**src/rtl/html_pkg.sv**
```systemverilog
// Shared types, encodings and character helpers for the HTML tokenizer.
// HTML_WS_COLLAPSE_EN (optional) turns on whitespace collapsing in text runs.
`timescale 1ns/1ps

package html_pkg;

    localparam int unsigned CHAR_BITS = 8;

    // token type carried with every output character
    typedef enum logic [1:0] {
        TOK_TEXT  = 2'd0,
        TOK_OPEN  = 2'd1,
        TOK_CLOSE = 2'd2
    } tok_e;

    // tokenizer parse states
    typedef enum logic [2:0] {
        S_TEXT  = 3'd0,
        S_LT    = 3'd1,
        S_CLOSE = 3'd2,
        S_NAME  = 3'd3,
        S_ATTR  = 3'd4
    } state_e;

    localparam logic [CHAR_BITS-1:0] CHAR_LT    = 8'h3C;
    localparam logic [CHAR_BITS-1:0] CHAR_GT    = 8'h3E;
    localparam logic [CHAR_BITS-1:0] CHAR_SLASH = 8'h2F;
    localparam logic [CHAR_BITS-1:0] CHAR_SPACE = 8'h20;

    // one FIFO entry: character plus token tags
    typedef struct packed {
        logic [CHAR_BITS-1:0] ch;
        tok_e                 typ;
        logic                 first;
        logic                 last;
    } tok_t;

    function automatic logic is_upper(input logic [CHAR_BITS-1:0] c);
        return (c >= 8'h41) && (c <= 8'h5A);
    endfunction

    function automatic logic is_letter(input logic [CHAR_BITS-1:0] c);
        return is_upper(c) || ((c >= 8'h61) && (c <= 8'h7A));
    endfunction

    function automatic logic is_digit(input logic [CHAR_BITS-1:0] c);
        return (c >= 8'h30) && (c <= 8'h39);
    endfunction

    function automatic logic is_ws(input logic [CHAR_BITS-1:0] c);
        return (c == 8'h20) || (c == 8'h09) || (c == 8'h0D) || (c == 8'h0A);
    endfunction

    function automatic logic [CHAR_BITS-1:0] to_lower(input logic [CHAR_BITS-1:0] c);
        return is_upper(c) ? (c + CHAR_BITS'(32)) : c;
    endfunction

endpackage

```
**src/rtl/html_token_fifo.sv**
```systemverilog
// Synchronous FIFO for token entries; write while full is accepted only with a read.
`timescale 1ns/1ps

module html_token_fifo #(
    parameter int unsigned W     = 12,
    parameter int unsigned DEPTH = 4,
    localparam int unsigned PTR_W = $clog2(DEPTH),
    localparam int unsigned CNT_W = $clog2(DEPTH) + 1
) (
    input  logic             clock,
    input  logic             reset,
    input  logic             wr,
    input  logic [W-1:0]     din,
    input  logic             rd,
    output logic [W-1:0]     dout,
    output logic [CNT_W-1:0] count
);

    logic [W-1:0]     mem [DEPTH];
    logic [PTR_W-1:0] wr_ptr;
    logic [PTR_W-1:0] rd_ptr;
    logic             do_wr;
    logic             do_rd;

    assign do_rd = rd && (count != '0);
    assign do_wr = wr && ((count != CNT_W'(DEPTH)) || do_rd);
    assign dout  = mem[rd_ptr];

    // storage array, no reset needed
    always_ff @(posedge clock) begin
        if (do_wr) begin
            mem[wr_ptr] <= din;
        end
    end

    // pointers and occupancy
    always_ff @(posedge clock or posedge reset) begin
        if (reset) begin
            wr_ptr <= '0;
            rd_ptr <= '0;
            count  <= '0;
        end else begin
            if (do_wr) wr_ptr <= wr_ptr + 1'b1;
            if (do_rd) rd_ptr <= rd_ptr + 1'b1;
            case ({do_wr, do_rd})
                2'b10:   count <= count + 1'b1;
                2'b01:   count <= count - 1'b1;
                default: count <= count;
            endcase
        end
    end

endmodule

```
**src/rtl/html_tokenizer.sv**
```systemverilog
// Splits an HTML character stream into text / open-tag / close-tag tokens.
// One token char is held in a pending register until the next char decides its end tag.
// Optional: define HTML_WS_COLLAPSE_EN to collapse whitespace runs in text.
`timescale 1ns/1ps

module html_tokenizer
    import html_pkg::*;
#(
    parameter int unsigned CHAR_W       = CHAR_BITS,
    parameter int unsigned FIFO_DEPTH   = 4,
    parameter int unsigned MAX_NAME_LEN = 16
) (
    input  logic              clock,
    input  logic              reset,
    input  logic              in_valid,
    input  logic [CHAR_W-1:0] in_char,
    input  logic              in_last,
    output logic              pause,
    output logic              out_valid,
    input  logic              out_ready,
    output logic [CHAR_W-1:0] out_char,
    output logic [1:0]        out_type,
    output logic              out_start,
    output logic              out_end,
    output logic              done,
    output logic              error
);

    localparam int unsigned ENT_W = $bits(tok_t);
    localparam int unsigned CNT_W = $clog2(FIFO_DEPTH) + 1;
    localparam int unsigned LEN_W = $clog2(MAX_NAME_LEN + 1);

    state_e           state_q, state_d;
    tok_t             pend_q, pend_d;
    logic             pend_vld_q, pend_vld_d;
    logic [LEN_W-1:0] name_len_q, name_len_d;
    logic             error_q, error_d;
    logic             done_q, done_d;
    logic             pause_q, pause_d;
`ifdef HTML_WS_COLLAPSE_EN
    logic             ws_run_q, ws_run_d;
`endif

    logic             fifo_wr;
    logic             fifo_rd;
    logic             fifo_full;
    logic             wr_last;
    logic             accept;
    logic             drop_ws;
    tok_t             fifo_din;
    tok_t             fifo_dout;
    logic [CNT_W-1:0] fifo_count;
    logic [CHAR_W-1:0] ch;

    assign ch        = in_char;
    assign accept    = in_valid && !pause_q;
    assign fifo_full = (fifo_count == CNT_W'(FIFO_DEPTH));
    assign fifo_rd   = out_valid && out_ready;
    assign fifo_din  = {pend_q.ch, pend_q.typ, pend_q.first, wr_last};

`ifdef HTML_WS_COLLAPSE_EN
    // a text token that is a lone collapsed space is whitespace-only
    assign drop_ws = (pend_q.typ == TOK_TEXT) && pend_q.first && (pend_q.ch == CHAR_SPACE);
`else
    assign drop_ws = 1'b0;
`endif

    assign pause     = pause_q;
    assign done      = done_q;
    assign error     = error_q;
    assign out_valid = (fifo_count != '0);
    assign out_char  = fifo_dout.ch;
    assign out_type  = fifo_dout.typ;
    assign out_start = fifo_dout.first;
    assign out_end   = fifo_dout.last;

    // state and pending registers
    always_ff @(posedge clock or posedge reset) begin
        if (reset) begin
            state_q    <= S_TEXT;
            pend_q     <= '0;
            pend_vld_q <= 1'b0;
            name_len_q <= '0;
            error_q    <= 1'b0;
            done_q     <= 1'b0;
            pause_q    <= 1'b0;
`ifdef HTML_WS_COLLAPSE_EN
            ws_run_q   <= 1'b0;
`endif
        end else begin
            state_q    <= state_d;
            pend_q     <= pend_d;
            pend_vld_q <= pend_vld_d;
            name_len_q <= name_len_d;
            error_q    <= error_d;
            done_q     <= done_d;
            pause_q    <= pause_d;
`ifdef HTML_WS_COLLAPSE_EN
            ws_run_q   <= ws_run_d;
`endif
        end
    end

    // next-state, pending update and FIFO write decision
    always_comb begin
        state_d    = state_q;
        pend_d     = pend_q;
        pend_vld_d = pend_vld_q;
        name_len_d = name_len_q;
        error_d    = error_q;
        done_d     = done_q;
        pause_d    = (fifo_count >= CNT_W'(FIFO_DEPTH - 1));
        fifo_wr    = 1'b0;
        wr_last    = 1'b0;
`ifdef HTML_WS_COLLAPSE_EN
        ws_run_d   = ws_run_q;
`endif

        if (in_valid && pause_q) begin
            error_d = 1'b1;
        end

        if (accept) begin
            unique case (state_q)
                S_TEXT: begin
                    if (ch == CHAR_LT) begin
                        fifo_wr    = pend_vld_q && !drop_ws;
                        wr_last    = 1'b1;
                        pend_vld_d = 1'b0;
                        state_d    = S_LT;
`ifdef HTML_WS_COLLAPSE_EN
                        ws_run_d   = 1'b0;
`endif
                    end else begin
`ifdef HTML_WS_COLLAPSE_EN
                        if (!(is_ws(ch) && ws_run_q)) begin
                            fifo_wr    = pend_vld_q;
                            pend_d     = '{ch: (is_ws(ch) ? CHAR_SPACE : ch), typ: TOK_TEXT,
                                           first: !pend_vld_q, last: 1'b0};
                            pend_vld_d = 1'b1;
                            ws_run_d   = is_ws(ch);
                        end
`else
                        fifo_wr    = pend_vld_q;
                        pend_d     = '{ch: ch, typ: TOK_TEXT, first: !pend_vld_q, last: 1'b0};
                        pend_vld_d = 1'b1;
`endif
                    end
                end
                S_LT: begin
                    if (is_letter(ch)) begin
                        pend_d     = '{ch: to_lower(ch), typ: TOK_OPEN, first: 1'b1, last: 1'b0};
                        pend_vld_d = 1'b1;
                        name_len_d = LEN_W'(1);
                        state_d    = S_NAME;
                    end else if (ch == CHAR_SLASH) begin
                        state_d = S_CLOSE;
                    end else begin
                        error_d = 1'b1;
                        state_d = S_TEXT;
                    end
                end
                S_CLOSE: begin
                    if (is_letter(ch)) begin
                        pend_d     = '{ch: to_lower(ch), typ: TOK_CLOSE, first: 1'b1, last: 1'b0};
                        pend_vld_d = 1'b1;
                        name_len_d = LEN_W'(1);
                        state_d    = S_NAME;
                    end else begin
                        error_d = 1'b1;
                        state_d = S_TEXT;
                    end
                end
                S_NAME: begin
                    if (is_letter(ch) || is_digit(ch)) begin
                        if (name_len_q == LEN_W'(MAX_NAME_LEN)) begin
                            error_d = 1'b1;
                        end else begin
                            fifo_wr    = pend_vld_q;
                            pend_d     = '{ch: to_lower(ch), typ: pend_q.typ, first: 1'b0, last: 1'b0};
                            name_len_d = name_len_q + 1'b1;
                        end
                    end else if (is_ws(ch) || (ch == CHAR_SLASH) || (ch == CHAR_GT)) begin
                        fifo_wr    = pend_vld_q;
                        wr_last    = 1'b1;
                        pend_vld_d = 1'b0;
                        state_d    = (ch == CHAR_GT) ? S_TEXT : S_ATTR;
                    end else begin
                        error_d = 1'b1;
                    end
                end
                S_ATTR: begin
                    if (ch == CHAR_GT) begin
                        state_d = S_TEXT;
                    end
                end
                default: state_d = S_TEXT;
            endcase
        end else if (in_last && !in_valid) begin
            if (state_q != S_TEXT) begin
                error_d    = 1'b1;
                pend_vld_d = 1'b0;
                state_d    = S_TEXT;
            end else if (pend_vld_q) begin
                if (drop_ws) begin
                    pend_vld_d = 1'b0;
                end else if (!fifo_full || fifo_rd) begin
                    fifo_wr    = 1'b1;
                    wr_last    = 1'b1;
                    pend_vld_d = 1'b0;
                end
            end else if (fifo_count == '0) begin
                done_d = 1'b1;
            end
        end

        if (fifo_wr && fifo_full && !fifo_rd) begin
            error_d = 1'b1;
        end
    end

    html_token_fifo #(
        .W     (ENT_W),
        .DEPTH (FIFO_DEPTH)
    ) u_fifo (
        .clock (clock),
        .reset (reset),
        .wr    (fifo_wr),
        .din   (fifo_din),
        .rd    (fifo_rd),
        .dout  (fifo_dout),
        .count (fifo_count)
    );

endmodule
```
**config.mk**
```make
export PLATFORM = sky130hd
export DESIGN_NAME = html_tokenizer
export DESIGN_NICKNAME = d
export VERILOG_FILES = /design/src/rtl/html_pkg.sv /design/src/rtl/html_token_fifo.sv /design/src/rtl/html_tokenizer.sv
export SDC_FILE = /design/constraint.sdc
export NUM_CORES = 1
export LEC_CHECK = 0
export BUFFER_PORTS_ARGS = -buffer_cell sky130_fd_sc_hd__buf_2
export CORE_ASPECT_RATIO = 0.5
export CORE_MARGIN = 8
export CORE_UTILIZATION = 50
export DETAILED_ROUTE_END_ITERATION = 16
export PLACE_DENSITY = 0.77
export SYNTH_ARGS = -nofsm -noshare
export SYNTH_HDL_FRONTEND = slang
export SYNTH_HIERARCHICAL = 1
export SYNTH_SLANG_ARGS = --single-unit
```
**constraint.sdc**
```tcl
create_clock -name clock -period 4.6 [get_ports clock]
set_input_delay 0 -clock clock [delete_from_list [all_inputs] [get_ports clock]]
set_output_delay 0 -clock clock [all_outputs]
set_load 0.01 [all_outputs]
```
* Yosys cells after proc, flatten, opt, wreduce, memory -nomap -nowiden
Memories as Yosys holds them, arrays and structs flattened.
Cells that the tools add are included.
** Storage, ports and cells
- Bits in registers :: 30
- Memory bits (writable) :: 48
- Bits of input ports :: 13
- Output and inout port bits :: 16
- Word-level logic and storage cells :: 162
- Memories :: 1
** Memory list
- u_fifo.mem :: words 4, bits a word 12, rd ports 1, clocked after memory_dff 0, write ports 1, line html_token_fifo.sv:19 : logic [W-1:0] mem [DEPTH];
** Cells by class
- $add $sub $neg :: 6
- Order comparisons :: 7
- Equality and inequality tests :: 28
- Muxes and demuxes :: 62
- Bitwise operators :: 4
- Reduce and logical (&&, ||, !) cells :: 42
** Operators by type and width (count)
- $mux 12 :: 5
- $pmux 12 s4 :: 1
- $mux 1 :: 34
- $eq 8x6->1 const B :: 4
- $eq 8x4->1 const B :: 3
- $mux 3 :: 8
- $ge 8x7->1 const B :: 2
- $le 8x7->1 const B :: 2
- $mux 5 :: 3
- $ne 3x3->1 const B :: 5
- $pmux 3 s5 :: 1
- $reduce_and 5->1 :: 3
- $reduce_and 6->1 :: 2
- $logic_and 1x1->1 :: 11
- $ne 2x2->1 const B :: 5
- $pmux 5 s2 :: 1
- $logic_or 1x1->1 :: 9
- $reduce_bool 3->1 :: 3
- $add 8x6->8 const B :: 1
- $ge 8x6->1 const B :: 1
- $le 8x6->1 const B :: 1
- $mux 8 :: 1
- $reduce_bool 2->1 :: 4
- $reduce_and 7->1 :: 1
- other kinds (23) :: 38

* Longest topological paths before layout
- Word-level depth :: 13
- Gate-level depth with buffers :: 15
- Mapped depth without buffers :: 14

* By module
Netlist, hierarchy kept.
** Modules (own cells, without submodules)
- html_token_fifo :: instances 1, cells each 116, area an instance 2235.9 µm², seq. area each 1616.6 µm²
- html_tokenizer :: instances 1, cells each 179, area an instance 1651.6 µm², seq. area each 575.6 µm²

* Least setup slack after synthesis
No wires, ideal clock.
- Path type :: register to register
- Start point :: register u_fifo.count[0]
- End point :: register u_fifo.count[2]
- Setup time :: 78 ps
- Arrival :: 2929 ps
- Data required time :: 4522 ps
- Slack :: 1593 ps
- Stages on the path, launching flop included :: 12
- Path buffers :: 1
- Clock period less this slack :: 3007 ps
- Cells stage by stage :: dfrtp_1 > or4b_2 > and3_1 > o21ai_0 > a21oi_1 > buf_2 > nor2b_1 > nand2_1 > fa_1 > or4b_1 > o31ai_1 > o21bai_1
** On the way
- Cells in the longest elaborated chain, start to end :: 11
- Elaborated cells on any way between the ends :: 20
- Classes of those cells :: add/sub (2); eq/ne (4); mux (6); reduce/logical (8)
** RTL lines
- start, declared :: line html_token_fifo.sv:16 : output logic [CNT_W-1:0] count
- start signal, assigned :: line html_token_fifo.sv:46 : 2'b10: count <= count + 1'b1;
- start signal, assigned :: line html_token_fifo.sv:47 : 2'b01: count <= count - 1'b1;
- start signal, assigned :: line html_token_fifo.sv:48 : default: count <= count;
- $eq 3x3->1 / $reduce_bool 3->1 (equally long branches) :: line html_tokenizer.sv:57, html_tokenizer.sv:71
- $logic_not 1->1 / $logic_and 1x1->1 (equally long branches) :: line html_tokenizer.sv:207, html_tokenizer.sv:58
- $logic_or 1x1->1 * :: line html_tokenizer.sv:207 : end else if (!fifo_full || fifo_rd) begin
- $mux 1 * :: line html_tokenizer.sv:207
- $mux 1 * :: line html_tokenizer.sv:204 : end else if (pend_vld_q) begin
- $mux 1 * :: line html_tokenizer.sv:200 : if (state_q != S_TEXT) begin
- $mux 1 * :: line html_tokenizer.sv:199 : end else if (in_last && !in_valid) begin
- $mux 1 * :: line html_tokenizer.sv:123 : if (accept) begin
- net fifo_wr :: line html_tokenizer.sv:44 : logic fifo_wr;
- $logic_and 1x1->1 * :: line html_token_fifo.sv:26 : assign do_wr = wr && ((count != CNT_W'(DEPTH)) || do_rd);
- $eq 2x1->1 / $eq 2x2->1 (equally long branches) :: line html_token_fifo.sv:45 : case ({do_wr, do_rd})
- $pmux 3 s2 / $reduce_bool 2->1 (equally long branches)
Mark *: on every way through the listed nets, which the timed path passes. The rest lies on a longest branch.
A chain may end at the register's enable or synchronous reset.

* Final worst setup path
Ends and elaborated chain as after synthesis.

==> results.cfg <==
[run_status]
status = completed

[die]
die_w_um = 141
fp.dieArea_um2 = 11000
dieHeight_um = 78.4
row_count = 22
io_pins = 29
initial_core_util_pct = 52.3
core_um2 = 7430

[sta]
final.setup.worst_slack_ns = 1.31
fmax_mhz = 304
relSlewSlack_pct = 36.7
whs_ns = 0.0178
finalHoldViolCount = 0
skew_ns = 0.00554
setup_tns_ns = 0
rsz0062_at_grt = false
finalSetupViolations = 0
layout_min_cycle_time_ns = 3.29
period_share_pct = 71.6
drv_slew = 0
worst_pin_slew_ns = 0.948

[yosys]
yosys_warnings = 6
synth_cell_types = 66
yosysSeqAreaShare_pct = 56.4
syn_inst = 295
synth_seq_cells = 78
yosys.area.top_type = edfxtp_1
synthArstFlopShare_pct = 38.5
ys.flop_type = edfxtp_1
mappedNetlistArea_um2 = 3890
synth_edf_count = 48
yosys-top-cells-count = edfxtp_1, dfrtp_1, inv_1, nand2_1, nor2_1
netlist_top_cells_area = edfxtp_1, dfrtp_1, mux4_2, mux2_4, ha_1
yosysMostFrequentCell = edfxtp_1
syn_area_per_cell_um2 = 13.2
synth.top_cell.area_share_pct = 37.1
syn_nets = 318

[grt]
grt_pass1_wl_um = 13500
grt_max_degree = 24
top_usage_layer = met2
use_met1_pct = 18.7
antenna_found_initial = 0
grt_util_met3_pct = 6.28
grt_util_all_layers_pct = 15.5
grt_pass1_vias = 2629
met2_usage_pct = 25.0
grt.overflow.total = 0

[layout]
final_util_pct = 58.8
antenna_cells = 0
drive_above_1_share_pct = 23.8
final_area_um2 = 4370
fillers = 569
finalNetCount = 346
synthToLayoutAreaGrowth_pct = 12.4

[place]
dp_slack_ns = 1.33
dpl.hpwl_um = 5630
portBuffers = 28
place.gp.congestion = 0.961
place_area_um2 = 4080

[min_path]
hold_start = in_char[4]
hp-class = in -> reg

[critical_path]
r2r-start = u_fifo/count[0]
critPathArrivalTime_ns = 3.55
worstSetupStartpointType = flip-flop
critPathSlowestCell = or4b_2
r2r_slack_ns = 1.31
critPathMaxFanout = 11
crit_path_max_incr_delay_ns = 0.73
cp-end-kind = flip-flop
worstPathRequired_ns = 4.86
crit_chain = or4b_2 -> and3_1 -> o21ai_0 -> a21oi_1 -> nor2b_1 -> nand2_1 -> fa_1 -> or4b_1 -> o31ai_1 -> o21bai_1
timing_worst_setup_path_type = reg -> reg
cp-startpoint = u_fifo/count[0]
path_delay_family = simple AND/OR/NAND/NOR gates
cp_num_buf_inv = 0

[detailed_routing]
route.detailed.drc = 0
drtIter0Drc = 279
dr_total_vias = 2514
routedWlPerCell_um = 18.8
postRouteAntennaNets = 0
routed_wl_um = 7970
vias_per_cell = 5.93
dr.pass1.iters = 4

[clock_network]
cts_setup_buffers = 0
clkTransAtPathRegs_ns = 0.06
cts-resized-gates = 0
cts.sinks = 78
h-tree-depth = 3
cts_buffers = 9
worstSkewPairLatency_ns = 0.34
tritoncts = yes
cts_root_buf = clkbuf_16
cts_buffer_depth = 2

[pwr]
p_leak_uw = 0.00169
peakVddDrop_mv = 0.250
pwr_density_cell_nw_per_um2 = 605

[run]
maxCapViolCount = 0
## stage by stage
stage / std cells / total power [uW]
final: 424 / 2640
after detailed placement: 407 / 2000
after global placement: 407 / 1950
after floorplan: 295 / 1760
after CTS: 424 / 2660
after global routing: 424 / 2800
## registers in the layout, indices dropped and copies added, names as in the netlist
signal,count
pause,1
u_fifo/mem,48
u_fifo/rd_ptr,2
done,1
u_fifo/count,3
state_q,3
error,1
fifo_din,11
pend_vld_q,1
u_fifo/wr_ptr,2
name_len_q,5
## routing by layer
metal  share of wire [%]  wire length (um)
met1                  44              3530
met2                  47              3750
met3                 6.5               522
met4                 2.1               170
met5                   0                 0
## worst paths after layout
check,endpoint,depth (start not counted)
min,fifo_din[8],2
max,u_fifo/count[2],10
min in group asynchronous,u_fifo/count[0],3
max in group asynchronous,fifo_din[8],3
min reg2reg,done,2
max reg2reg,u_fifo/count[2],10
## repair_timing
action / in CTS / in global routing
hold buffers: 1 / 0
endpoints found under the setup margin: 0 / 0
hold endpoints to repair: 30 / 0
## power by group
group          switching, uW  internal [uW]  total (uW)  leakage, uW
sequential               213            966        1180     0.000802
combinational            409            406         815     0.000758
clock                    270            380         650     0.000134
## cell type report
cell class / count / area (um2) / area share [%]
flip-flops and latches: 78 / 2190 / 50.2
clock buffers: 11 / 243 / 5.56
repair buffers: 29 / 150 / 3.44
multi-input cells: 185 / 1550 / 35.6
well taps: 96 / 120 / 2.75
clock inverters: 5 / 33.8 / 0.773
inverters: 20 / 75.1 / 1.72
## worst register-to-register path: stages (launching register included)
cell,delay (ns)
dfrtp_1,0.48
or4b_2,0.73
and3_1,0.22
o21ai_0,0.15
a21oi_1,0.17
nor2b_1,0.22
nand2_1,0.09
fa_1,0.42
or4b_1,0.50
o31ai_1,0.10
o21bai_1,0.15
## logic make-up after synthesis
family	after synthesis	share of synthesized area [%]
AND/OR/NAND/NOR	76	11.1
adder cells (fa/ha/maj)	11	3.70
AO/OA/AOI/OAI	68	12.7
buffers and inverters	32	3.64
multiplexers	23	10.9
flip-flops	78	56.4
XOR/XNOR	7	1.58
## cell usage in the layout, fill, tap and decap left out, types with 3 or more instances in the layout
cell type | netlist | final
nor2b_1 | 3 | 3
clkbuf_16 | 0 | 9
xnor2_1 | 6 | 6
ha_1 | 9 | 9
a21oi_1 | 8 | 8
mux4_2 | 12 | 12
nand3_1 | 7 | 7
mux2_4 | 8 | 8
nor3_1 | 5 | 5
inv_1 | 18 | 18
nand2_1 | 15 | 15
and3_1 | 7 | 7
o22ai_1 | 3 | 3
buf_2 | 5 | 28
o21ai_0 | 12 | 12
o211ai_1 | 5 | 5
and2_1 | 6 | 6
dfrtp_1 | 30 | 30
nand4_1 | 3 | 3
a31oi_1 | 5 | 5
edfxtp_1 | 48 | 48
a21o_1 | 4 | 4
nor2_1 | 14 | 14
o31ai_1 | 4 | 4
Power figures use the tool's default switching activity.
